### config.mk
export PLATFORM = sky130hd
export DESIGN_NAME = spw_rx_packet_reader
export DESIGN_NICKNAME = d
export VERILOG_FILES = /design/src/rtl/spw_rx_packet_reader.sv
export SDC_FILE = /design/constraint.sdc
export NUM_CORES = 1
export LEC_CHECK = 0
export CAP_MARGIN = 10
export CORE_UTILIZATION = 44
export DETAILED_ROUTE_END_ITERATION = 8
export SYNTH_ARGS = -nofsm -noshare
export SYNTH_HDL_FRONTEND = slang
export SYNTH_SLANG_ARGS = --single-unit
### constraint.sdc
create_clock -name CLOCK -period 2.9 [get_ports CLOCK]
set_input_delay 0.725 -clock CLOCK [delete_from_list [all_inputs] [get_ports CLOCK]]
set_output_delay 0.725 -clock CLOCK [all_outputs]
set_load 0.05 [all_outputs]
### src/rtl/spw_rx_packet_reader.sv
// spw_rx_packet_reader: drains the SpaceWire codec RX FIFO one character at a
// time, assembles a single packet into an internal byte buffer and holds it
// (length, terminator, truncation) until the host acknowledges it.
//
// Ports:
//   CLOCK, RESETn         clock, synchronous active-low reset
//   ENABLE                permits new RX FIFO reads
//   RX_EMPTY, DATA_O      codec RX FIFO status / output (valid cycle after RD_DATA)
//   RD_DATA               one-cycle read strobe to the RX FIFO (combinational)
//   PKT_READY             completed packet held in the buffer
//   PKT_LEN               stored data bytes (0..MAX_LEN)
//   PKT_EEP, PKT_TRUNC    terminator was EEP / packet overflowed the buffer
//   PKT_ACK               host releases the held packet
//   BUF_RD_ADDR/DATA      host buffer read port, 1-cycle registered latency
//   OVF_CNT               saturating count of truncated packets
module spw_rx_packet_reader #(
    parameter int unsigned ADDR_W = 6
) (
    input  logic              CLOCK,
    input  logic              RESETn,
    input  logic              ENABLE,
    input  logic              RX_EMPTY,
    input  logic [8:0]        DATA_O,
    output logic              RD_DATA,
    output logic              PKT_READY,
    output logic [ADDR_W:0]   PKT_LEN,
    output logic              PKT_EEP,
    output logic              PKT_TRUNC,
    input  logic              PKT_ACK,
    input  logic [ADDR_W-1:0] BUF_RD_ADDR,
    output logic [7:0]        BUF_RD_DATA,
    output logic [7:0]        OVF_CNT
);

    localparam int unsigned MAX_LEN = 2 ** ADDR_W;
    localparam int unsigned LEN_W   = ADDR_W + 1;

    typedef enum logic [1:0] {
        S_IDLE = 2'd0,
        S_WAIT = 2'd1,
        S_HOLD = 2'd2
    } state_e;

    state_e             state_q, state_d;
    logic [LEN_W-1:0]   len_q, len_d;       // doubles as the buffer write pointer
    logic               ready_q, ready_d;
    logic               eep_q, eep_d;
    logic               trunc_out_q, trunc_out_d;
    logic               trunc_q, trunc_d;   // overflow seen in the current packet
    logic [7:0]         ovf_q, ovf_d;
    logic [7:0]         rd_byte_q;
    logic               buf_we;
    logic [7:0]         buf_mem [MAX_LEN];

    wire is_ctrl  = DATA_O[8];
    // len_q never exceeds MAX_LEN, so its MSB alone says the buffer is full.
    wire buf_full = len_q[ADDR_W];

    // State and datapath registers.
    always_ff @(posedge CLOCK) begin
        if (!RESETn) begin
            state_q     <= S_IDLE;
            len_q       <= '0;
            ready_q     <= 1'b0;
            eep_q       <= 1'b0;
            trunc_out_q <= 1'b0;
            trunc_q     <= 1'b0;
            ovf_q       <= '0;
            rd_byte_q   <= '0;
        end else begin
            state_q     <= state_d;
            len_q       <= len_d;
            ready_q     <= ready_d;
            eep_q       <= eep_d;
            trunc_out_q <= trunc_out_d;
            trunc_q     <= trunc_d;
            ovf_q       <= ovf_d;
            rd_byte_q   <= buf_mem[BUF_RD_ADDR];
        end
    end

    // Packet buffer write port; the read above sees the pre-write byte.
    always_ff @(posedge CLOCK) begin
        if (buf_we) begin
            buf_mem[len_q[ADDR_W-1:0]] <= DATA_O[7:0];
        end
    end

    // Next-state logic.
    always_comb begin
        state_d = state_q;
        unique case (state_q)
            S_IDLE: if (ENABLE && !RX_EMPTY && !ready_q) state_d = S_WAIT;
            S_WAIT: state_d = is_ctrl ? S_HOLD : S_IDLE;
            S_HOLD: if (PKT_ACK) state_d = S_IDLE;
            default: state_d = S_IDLE;
        endcase
    end

    // Output and datapath update logic.
    always_comb begin
        RD_DATA     = 1'b0;
        buf_we      = 1'b0;
        len_d       = len_q;
        ready_d     = ready_q;
        eep_d       = eep_q;
        trunc_out_d = trunc_out_q;
        trunc_d     = trunc_q;
        ovf_d       = ovf_q;
        unique case (state_q)
            S_IDLE: begin
                // Gated by RESETn so no FIFO character is popped and lost in reset.
                RD_DATA = RESETn && ENABLE && !RX_EMPTY && !ready_q;
            end
            S_WAIT: begin
                if (!is_ctrl) begin
                    if (!buf_full) begin
                        buf_we = 1'b1;
                        len_d  = len_q + LEN_W'(1);
                    end else begin
                        trunc_d = 1'b1;
                    end
                end else begin
                    eep_d       = (DATA_O[7:0] != 8'h00);
                    trunc_out_d = trunc_q;
                    ready_d     = 1'b1;
                    if (trunc_q && (ovf_q != 8'hFF)) begin
                        ovf_d = ovf_q + 8'd1;
                    end
                end
            end
            S_HOLD: begin
                if (PKT_ACK) begin
                    len_d       = '0;
                    ready_d     = 1'b0;
                    eep_d       = 1'b0;
                    trunc_out_d = 1'b0;
                    trunc_d     = 1'b0;
                end
            end
            default: ;
        endcase
    end

    assign PKT_READY   = ready_q;
    assign PKT_LEN     = len_q;
    assign PKT_EEP     = eep_q;
    assign PKT_TRUNC   = trunc_out_q;
    assign OVF_CNT     = ovf_q;
    assign BUF_RD_DATA = rd_byte_q;

endmodule
# After elaboration in Yosys (flattened, before gate mapping)
# Memories as Yosys holds them, arrays and structs flattened. A register that Yosys moved wholly into a read port is not among the register bits.
# Cells that the tools add are included.
dict set report totals {
  ram_bits 512
  in_bits 20
  ff_bits 21
  memories 1
  output_inout_bits 27
}
dict set report op_classes {
  muxes 24
  reduce_logical 18
  n_eq_ne 9
  add_sub_neg 2
}
# name words word_bits rd rd_clocked_by_memory_dff wr line
set mem_list {}
lappend mem_list {buf_mem 64 8 1 1 1 53} ;# logic [7:0] buf_mem [MAX_LEN];
# operator count
set op_table {}
lappend op_table {{$mux 7} 3}
lappend op_table {{$pmux 7 s2} 1}
lappend op_table {{$mux 1} 12}
lappend op_table {{$ne 2x2->1 const B} 6}
lappend op_table {{$reduce_and 3->1} 3}
lappend op_table {{$add 8x1->8 const B} 1}
lappend op_table {{$ne 8x8->1 const B} 1}
lappend op_table {{$pmux 1 s2} 4}
lappend op_table {{$reduce_and 4->1} 2}
lappend op_table {{$reduce_bool 8->1} 1}
lappend op_table {{$add 7x1->7 const B} 1}
lappend op_table {{$logic_and 1x1->1} 6}
lappend op_table {{$mux 2} 3}
lappend op_table {{$pmux 2 s3} 1}
lappend op_table {{$logic_not 1->1} 3}
lappend op_table {{$eq 2x1->1 const B} 1}
lappend op_table {{$eq 2x2->1 const B} 1}
lappend op_table {{$logic_not 2->1} 1}
lappend op_table {{$reduce_and 2->1} 1}
lappend op_table {{$reduce_bool 2->1} 1}

# Depth between registers and ports, before layout
# Gate-level depths: netlist (run 1).
dict set report logic_depth {
  ltp_word 5
  mapped_depth 8
  ltp_nobuf 6
}

# Least setup slack after synthesis (run 1)
# OpenSTA, ideal clock, no wires.
dict set report synth_path {
  kind {input-to-reg}
  start {input port DATA_O[8]}
  end {memory buf_mem[61][0], enable pin}
  slack_ps 289
  path_buffers 0
  arrival_ps 2241
  required_ps 2529
  setup_ps 371
  stages 4
  cell_sequence {or4b_2 > nor2_1 > nand3_1 > nor2_1}
}
dict set report synth_between {
  elab_chain_len 4
}
# element line
set synth_lines {}
lappend synth_lines {{start: declaration} 23} ;# input logic [8:0] DATA_O,
lappend synth_lines {{$mux 1} 116} ;# if (!is_ctrl) begin
lappend synth_lines {{$mux 1} 110} ;# unique case (state_q)
lappend synth_lines {{$mux 1} 84} ;# if (buf_we) begin
lappend synth_lines {{$mux 1 (implied by the code)} 85} ;# buf_mem[len_q[ADDR_W-1:0]] <= DATA_O[7:0];
lappend synth_lines {{end: declaration} 53}
# Every way passes these cells.

# Final worst setup path (run 1)
dict set report layout_path {
  start {register len_q[2] (netlist: PKT_LEN[2])}
  end {output port PKT_LEN[2]}
}
# element line
set layout_lines {}
lappend layout_lines {{start: declaration} 45} ;# logic [LEN_W-1:0] len_q, len_d;
lappend layout_lines {{start signal: assignment} 72} ;# len_q <= len_d;
lappend layout_lines {{end: declaration} 26} ;# output logic [ADDR_W:0] PKT_LEN,
# No word-level cell between the ends.

==> results of run 1 <==
==> cell families (layout without fill, tap and decap cells) <==
group / Yosys count / in the layout / share of synthesized area, %
DFF: 541 / 541 / 76.0
xor gates and xnor gates: 11 / 11 / 0.459
AOI/OAI and AO/OA: 81 / 81 / 2.75
buffers and inverters: 56 / 303 / 1.45
adders and majority gates: 2 / 2 / 0.119
and+or+nand+nor: 201 / 201 / 4.54
muxes: 149 / 149 / 14.7
==> sequential cells by signal, summed over array words and instances, names as in the netlist <==
signal / count
trunc_q: 1
PKT_READY: 1
PKT_EEP: 1
state_q: 2
PKT_LEN: 7
OVF_CNT: 8
buf_mem: 512
BUF_RD_DATA: 8
PKT_TRUNC: 1
==> final timing paths <==
kind | depth (start not counted) | end | startpoint | slack, ns
worst max-delay path | 1 | PKT_LEN[2] | PKT_LEN[2] | 0.19
worst min-delay path | 2 | PKT_TRUNC | PKT_TRUNC | 0.47
worst max register to register | 6 | buf_mem[26][0] | state_q[0] | 0.55
worst min register to register | 2 | PKT_TRUNC | PKT_TRUNC | 0.47
==> layout make-up <==
cell class,instances,area share (%)
sequential,541,63.2
multi-input combinational,444,18.8
timing repair buffer,200,7.52
clock buffer,65,5.77
tap,607,3.01
clock inverter,36,1.63
inverter,2,0.0297
==> per-layer routing <==
metal	GRT usage [%]	up-vias	routed length, um
met2	32.6	436	23200
met4	6.51	2	1380
met5	0	-	8
li1	-	4689	-
met1	30.4	5680	21300
met3	5.73	91	4270
==> layout by cell type (no fill, tap or decap), types with 4 or more instances in the layout <==
master,Yosys,routed
edfxtp_1,512,512
buf_4,6,131
mux4_2,128,128
nor2_1,81,81
clkbuf_16,0,57
nand2_1,38,38
clkdlybuf4s50_1,0,34
dfxtp_1,29,29
buf_12,0,26
mux2i_1,20,20
o21ai_0,15,15
nand3_1,14,14
nor2b_1,13,13
clkinv_2,0,11
nand2b_1,10,10
a22oi_1,10,10
clkinv_1,0,10
bufinv_16,0,9
and2_1,8,8
a21oi_1,8,8
o221ai_1,8,8
a211oi_1,8,8
clkbuf_1,18,8
buf_2,15,8
xor2_1,7,7
or3_1,6,6
nor3_1,6,6
o22ai_1,6,6
nand3b_1,5,5
nand4_1,5,5
a21boi_0,5,5
and3_1,4,4
xnor2_1,4,4
a32o_1,4,4
==> power breakdown <==
part	switching [mW]	internal, mW
Clock	2.92	4.38
Sequential	0.00803	8.55
Combinational	0.523	0.347
Total	3.45	13.3
==> metrics by stage <==
stage | total power, mW | TNS [ns] | cells | utilization [%]
6_report | 16.7 | 0 | 1895 | 53.9
5_1_grt | 17.2 | 0 | 1895 | 53.9
4_1_cts | 16.8 | 0 | 1895 | 53.9
3_5_place_dp | 9.60 | -47.45 | 1794 | 49.9
3_3_place_gp | 9.60 | -31.52 | 1794 | 49.9
2_1_floorplan | 9.16 | 0 | 1041 | -
==> results.json, run 1 <==
{
  "die-area_mm2": 0.0486,
  "grt_pass1_wl_um": 73900,
  "syn_nets": 1063,
  "max_stage_delay_ns": 0.88,
  "p_per_area_mw_per_mm2": 663,
  "postRouteAntennaNets": 0,
  "status": "finished, violations left",
  "final_nets": 1266,
  "ctsHoldBuffers": 0,
  "crit_family": "buffers and inverters",
  "dp_hpwl_um": 32500,
  "min_path_type": "reg -> reg",
  "cts-root-buf": "clkbuf_16",
  "antenna_cells": 0,
  "dpl_cell_area_mm2": 0.0234,
  "dpl_worst_slack_ns": -0.156,
  "grt_pass1_vias": 11074,
  "timing.fmax_mhz": 369,
  "period_share_pct": 93.5,
  "area_delta_synth_final_pct": 20.1,
  "cpMaxStageDelayCell": "clkdlybuf4s50_1",
  "wl_per_cell_um": 26.5,
  "synth_largest_area_cell": "edfxtp_1",
  "clk_latency_ns": 0.59,
  "cp_max_fo": 10,
  "rsz0062_at_grt": "no",
  "synth_edf_count": 512,
  "start_util_pct": 44.8,
  "syn_area_per_cell_um2": 20.2,
  "maxSlewViolCount": 0,
  "die_h_um": 221,
  "cts_tree": "yes",
  "cts_max_path_buffers": 3,
  "ys_warn_count": 0,
  "fin_area_mm2": 0.0252,
  "synthTopCellsByArea": "edfxtp_1 73%, mux4_2 14%, dfxtp_1 2.8%, nor2_1 1.4%, mux2i_1 0.95%",
  "finClkSkew_ns": 0.0121,
  "dr_total_vias": 10898,
  "cts.sinks": 541,
  "syn_inst": 1041,
  "synth_most_common_cell": "edfxtp_1",
  "ys_types": 51,
  "synth.top_cell.area_share_pct": 73.2,
  "power.leakage_nw": 8.26,
  "netlist_area_mm2": 0.0210,
  "multi_input_area_mm2": 0.00475,
  "post_cts_buffers": 0,
  "cp.arrival_ns": 1.99,
  "setup_violations": 0,
  "clkTransAtPathRegs_ns": 0.06,
  "rows": 79,
  "core-area_mm2": 0.0469,
  "grt_max_degree": 65,
  "slew_headroom_pct": 47.7,
  "grt-ovfl-total": 0,
  "cts_resized": 0,
  "wl_um": 50200,
  "cp-end-kind": "primary output",
  "io-pin-count": 47,
  "ys_ff_latch": 541,
  "cts_buffers": 55,
  "path_cells": "clkdlybuf4s50_1",
  "routed_via_density": 5.75,
  "htreeDepth": 2,
  "path_buf_inv": 1,
  "maxCapViolCount": 0,
  "ys.flop_type": "edfxtp_1",
  "grt.total_usage_pct": 21.4,
  "ys_top_cells_by_count": "512 x edfxtp_1, 128 x mux4_2, 81 x nor2_1",
  "crit_required_ns": 2.17,
  "violations": "DRC",
  "io_buffer_count": 46,
  "drt_iter0_markers": 1213,
  "layout_setup_ws_ns": 0.188,
  "hold_ws_ns": 0.475,
  "worstMarginPinSlew_ns": 0.784,
  "num-fill-cells": 3654,
  "drt_pass1_iterations": 7,
  "die_w_um": 221,
  "critical_path_class": "reg -> out",
  "gp_congestion": 0.836,
  "final_hold_viol_count": 0,
  "route.detailed.drc": 7,
  "startpoint_type": "flop",
  "drive_gt1_share_pct": 29.9,
  "seq_area_mm2": 0.0160,
  "async_reset_ff_share_pct": 0,
  "antenna_found_initial": 2,
  "seq_area_frac_synth_pct": 76.0,
  "ir_drop_mv": 0.474,
  "finalCriticalPeriod_ns": 2.71
}
Note: power is estimated with default switching activity, not from simulation.
==> run 2: changes to the inputs <==
Settings changed: CORE_MARGIN from default to 3.
==> results.json, run 2 (synthesis results as in run 1) <==
{
  "io-pin-count": 47,
  "rsz0062_at_grt": "no",
  "critical_path_class": "reg -> out",
  "clk_latency_ns": 0.60,
  "cts_max_path_buffers": 3,
  "routed_via_density": 5.69,
  "clkTransAtPathRegs_ns": 0.06,
  "mostFrequentLayoutCells": "512 x edfxtp_1, 144 x buf_4, 128 x mux4_2",
  "crit_required_ns": 2.17,
  "gp_congestion": 0.829,
  "worstRegToRegCells": 6,
  "area_delta_synth_final_pct": 20.4,
  "crit_family": "buffers and inverters",
  "min_from": "PKT_TRUNC",
  "cts_buffers": 55,
  "final_util_pct": 54.0,
  "dp_hpwl_um": 33100,
  "min_path_type": "reg -> reg",
  "power.leakage_nw": 8.31,
  "final_cells": 1902,
  "internal_power_mw": 13.5,
  "grt.total_usage_pct": 20.5,
  "final_common_cell": "edfxtp_1",
  "cts-root-buf": "clkbuf_16",
  "dr_total_vias": 10821,
  "grt_pass1_wl_um": 75300,
  "finalCriticalPeriod_ns": 2.75,
  "antenna_cells": 0,
  "drive_gt1_share_pct": 30.7,
  "final_nets": 1273,
  "post_cts_buffers": 0,
  "maxSlewViolCount": 0,
  "die_w_um": 225,
  "rows": 79,
  "period_share_pct": 94.8,
  "cp-startpoint": "PKT_LEN[2]",
  "core-area_mm2": 0.0469,
  "slew_headroom_pct": 48.0,
  "rr_endpoint": "buf_mem[26][2]",
  "htreeDepth": 2,
  "wl_um": 50500,
  "worstMarginPinSlew_ns": 0.775,
  "die-area_mm2": 0.0504,
  "rr_startpoint": "state_q[0]",
  "r2r_slack_ns": 0.49,
  "sw_frac_of_total_pct": 20.3,
  "status": "finished clean",
  "grt-ovfl-total": 0,
  "path_cells": "clkdlybuf4s50_1",
  "clkPwrFrac_pct": 44.3,
  "hold_depth": 2,
  "wl_per_cell_um": 26.6,
  "postRouteAntennaNets": 0,
  "grt_pass1_vias": 11209,
  "final_hold_viol_count": 0,
  "cp_max_fo": 10,
  "timing.fmax_mhz": 364,
  "startpoint_type": "flop",
  "drt_iter0_markers": 1149,
  "die_h_um": 225,
  "maxCapViolCount": 0,
  "antenna_found_initial": 2,
  "start_util_pct": 44.8,
  "cts.sinks": 541,
  "setup_violations": 0,
  "cp.arrival_ns": 2.02,
  "ir_drop_mv": 0.423,
  "setup_tns_ns": 0,
  "path_buf_inv": 1,
  "route.detailed.drc": 0,
  "cp-end-kind": "primary output",
  "io_buffer_count": 46,
  "dp.cells": 1801,
  "finClkSkew_ns": 0.00942,
  "cts_tree": "yes",
  "power_switching_mw": 3.44,
  "power_frac_seq_pct": 50.6,
  "p_comb_share_pct": 5.1,
  "grt_max_degree": 65,
  "max_stage_delay_ns": 0.88,
  "cpMaxStageDelayCell": "clkdlybuf4s50_1",
  "p_per_area_mw_per_mm2": 669,
  "drt_pass1_iterations": 5,
  "hold_end": "PKT_TRUNC",
  "largest_register_ffs": 512,
  "ctsHoldBuffers": 0
}
==> run 2: cell types whose count changed in the layout (fill, tap and decap cells not counted), sizes merged, moves of 2 or more <==
cell / before / now
clkinv: 22 / 18
buf: 165 / 172
inv: 4 / 2
clkbuf: 66 / 74
==> run 2: final cells by class <==
class,count,area [um^2]
multi-input combinational,444,4750
sequential,541,16000
clock inverter,28,339
inverter,2,7.51
tap,607,759
timing repair buffer,207,1870
fill,3688,21600
clock buffer,73,1600
==> run 2: power by group through the flow <==
| stage | combinational (mW) | sequential [mW] | clock (mW) |
|---|---|---|---|
| 2_1_floorplan | 0.389 | 8.78 | 0 |
| 3_3_place_gp | 0.857 | 8.73 | 0 |
| 3_5_place_dp | 0.863 | 8.73 | 0 |
| 4_1_cts | 0.865 | 8.56 | 7.61 |
| 5_1_grt | 0.910 | 8.56 | 7.95 |
| 6_report | 0.856 | 8.56 | 7.49 |
==> run 2: tightest hold or removal path, stage by stage, from the launching register on <==
cell and delay, ns:
dfxtp_1 0.31, nand2_1 0.05, a21boi_0 0.07
==> run 2: what timing repair did <==
item	CTS	global route
hold endpoints to repair	0	0
gates resized for setup	1	0
endpoints found under the setup margin	1	0
==> run 2: how the worst max path moves through the flow <==
stage / slack [ns] / to / cells after the start
floorplan: 0.29 / buf_mem[61][0] / 4
global placement: -0.21 / buf_mem[26][5] / 7
detailed placement: -0.22 / buf_mem[1][1] / 7
CTS: 0.11 / PKT_LEN[0] / 1
global route: 0.07 / PKT_LEN[2] / 1
finish: 0.15 / PKT_LEN[2] / 1
==> run 2: metal layers <==
metal | up-vias | routed length (um) | GRT usage [%]
li1 | 4687 | - | -
met1 | 5638 | 21800 | 29.6
met2 | 411 | 23900 | 32.3
met3 | 83 | 3600 | 4.36
met4 | 2 | 1220 | 5.43
met5 | - | 13 | 0
==> run 2: through the flow <==
step / cell area, um^2 / power, mW / hold slack (ns) / setup slack (ns)
6_report: 25300 / 16.9 / 0.476 / 0.152
5_1_grt: 25300 / 17.4 / 0.522 / 0.0676
4_1_cts: 25300 / 17.0 / 0.484 / 0.115
3_5_place_dp: 23300 / 9.59 / 0.469 / -0.224
3_3_place_gp: 23300 / 9.58 / 0.461 / -0.207
2_1_floorplan: 21000 / 9.16 / 0.437 / 0.289
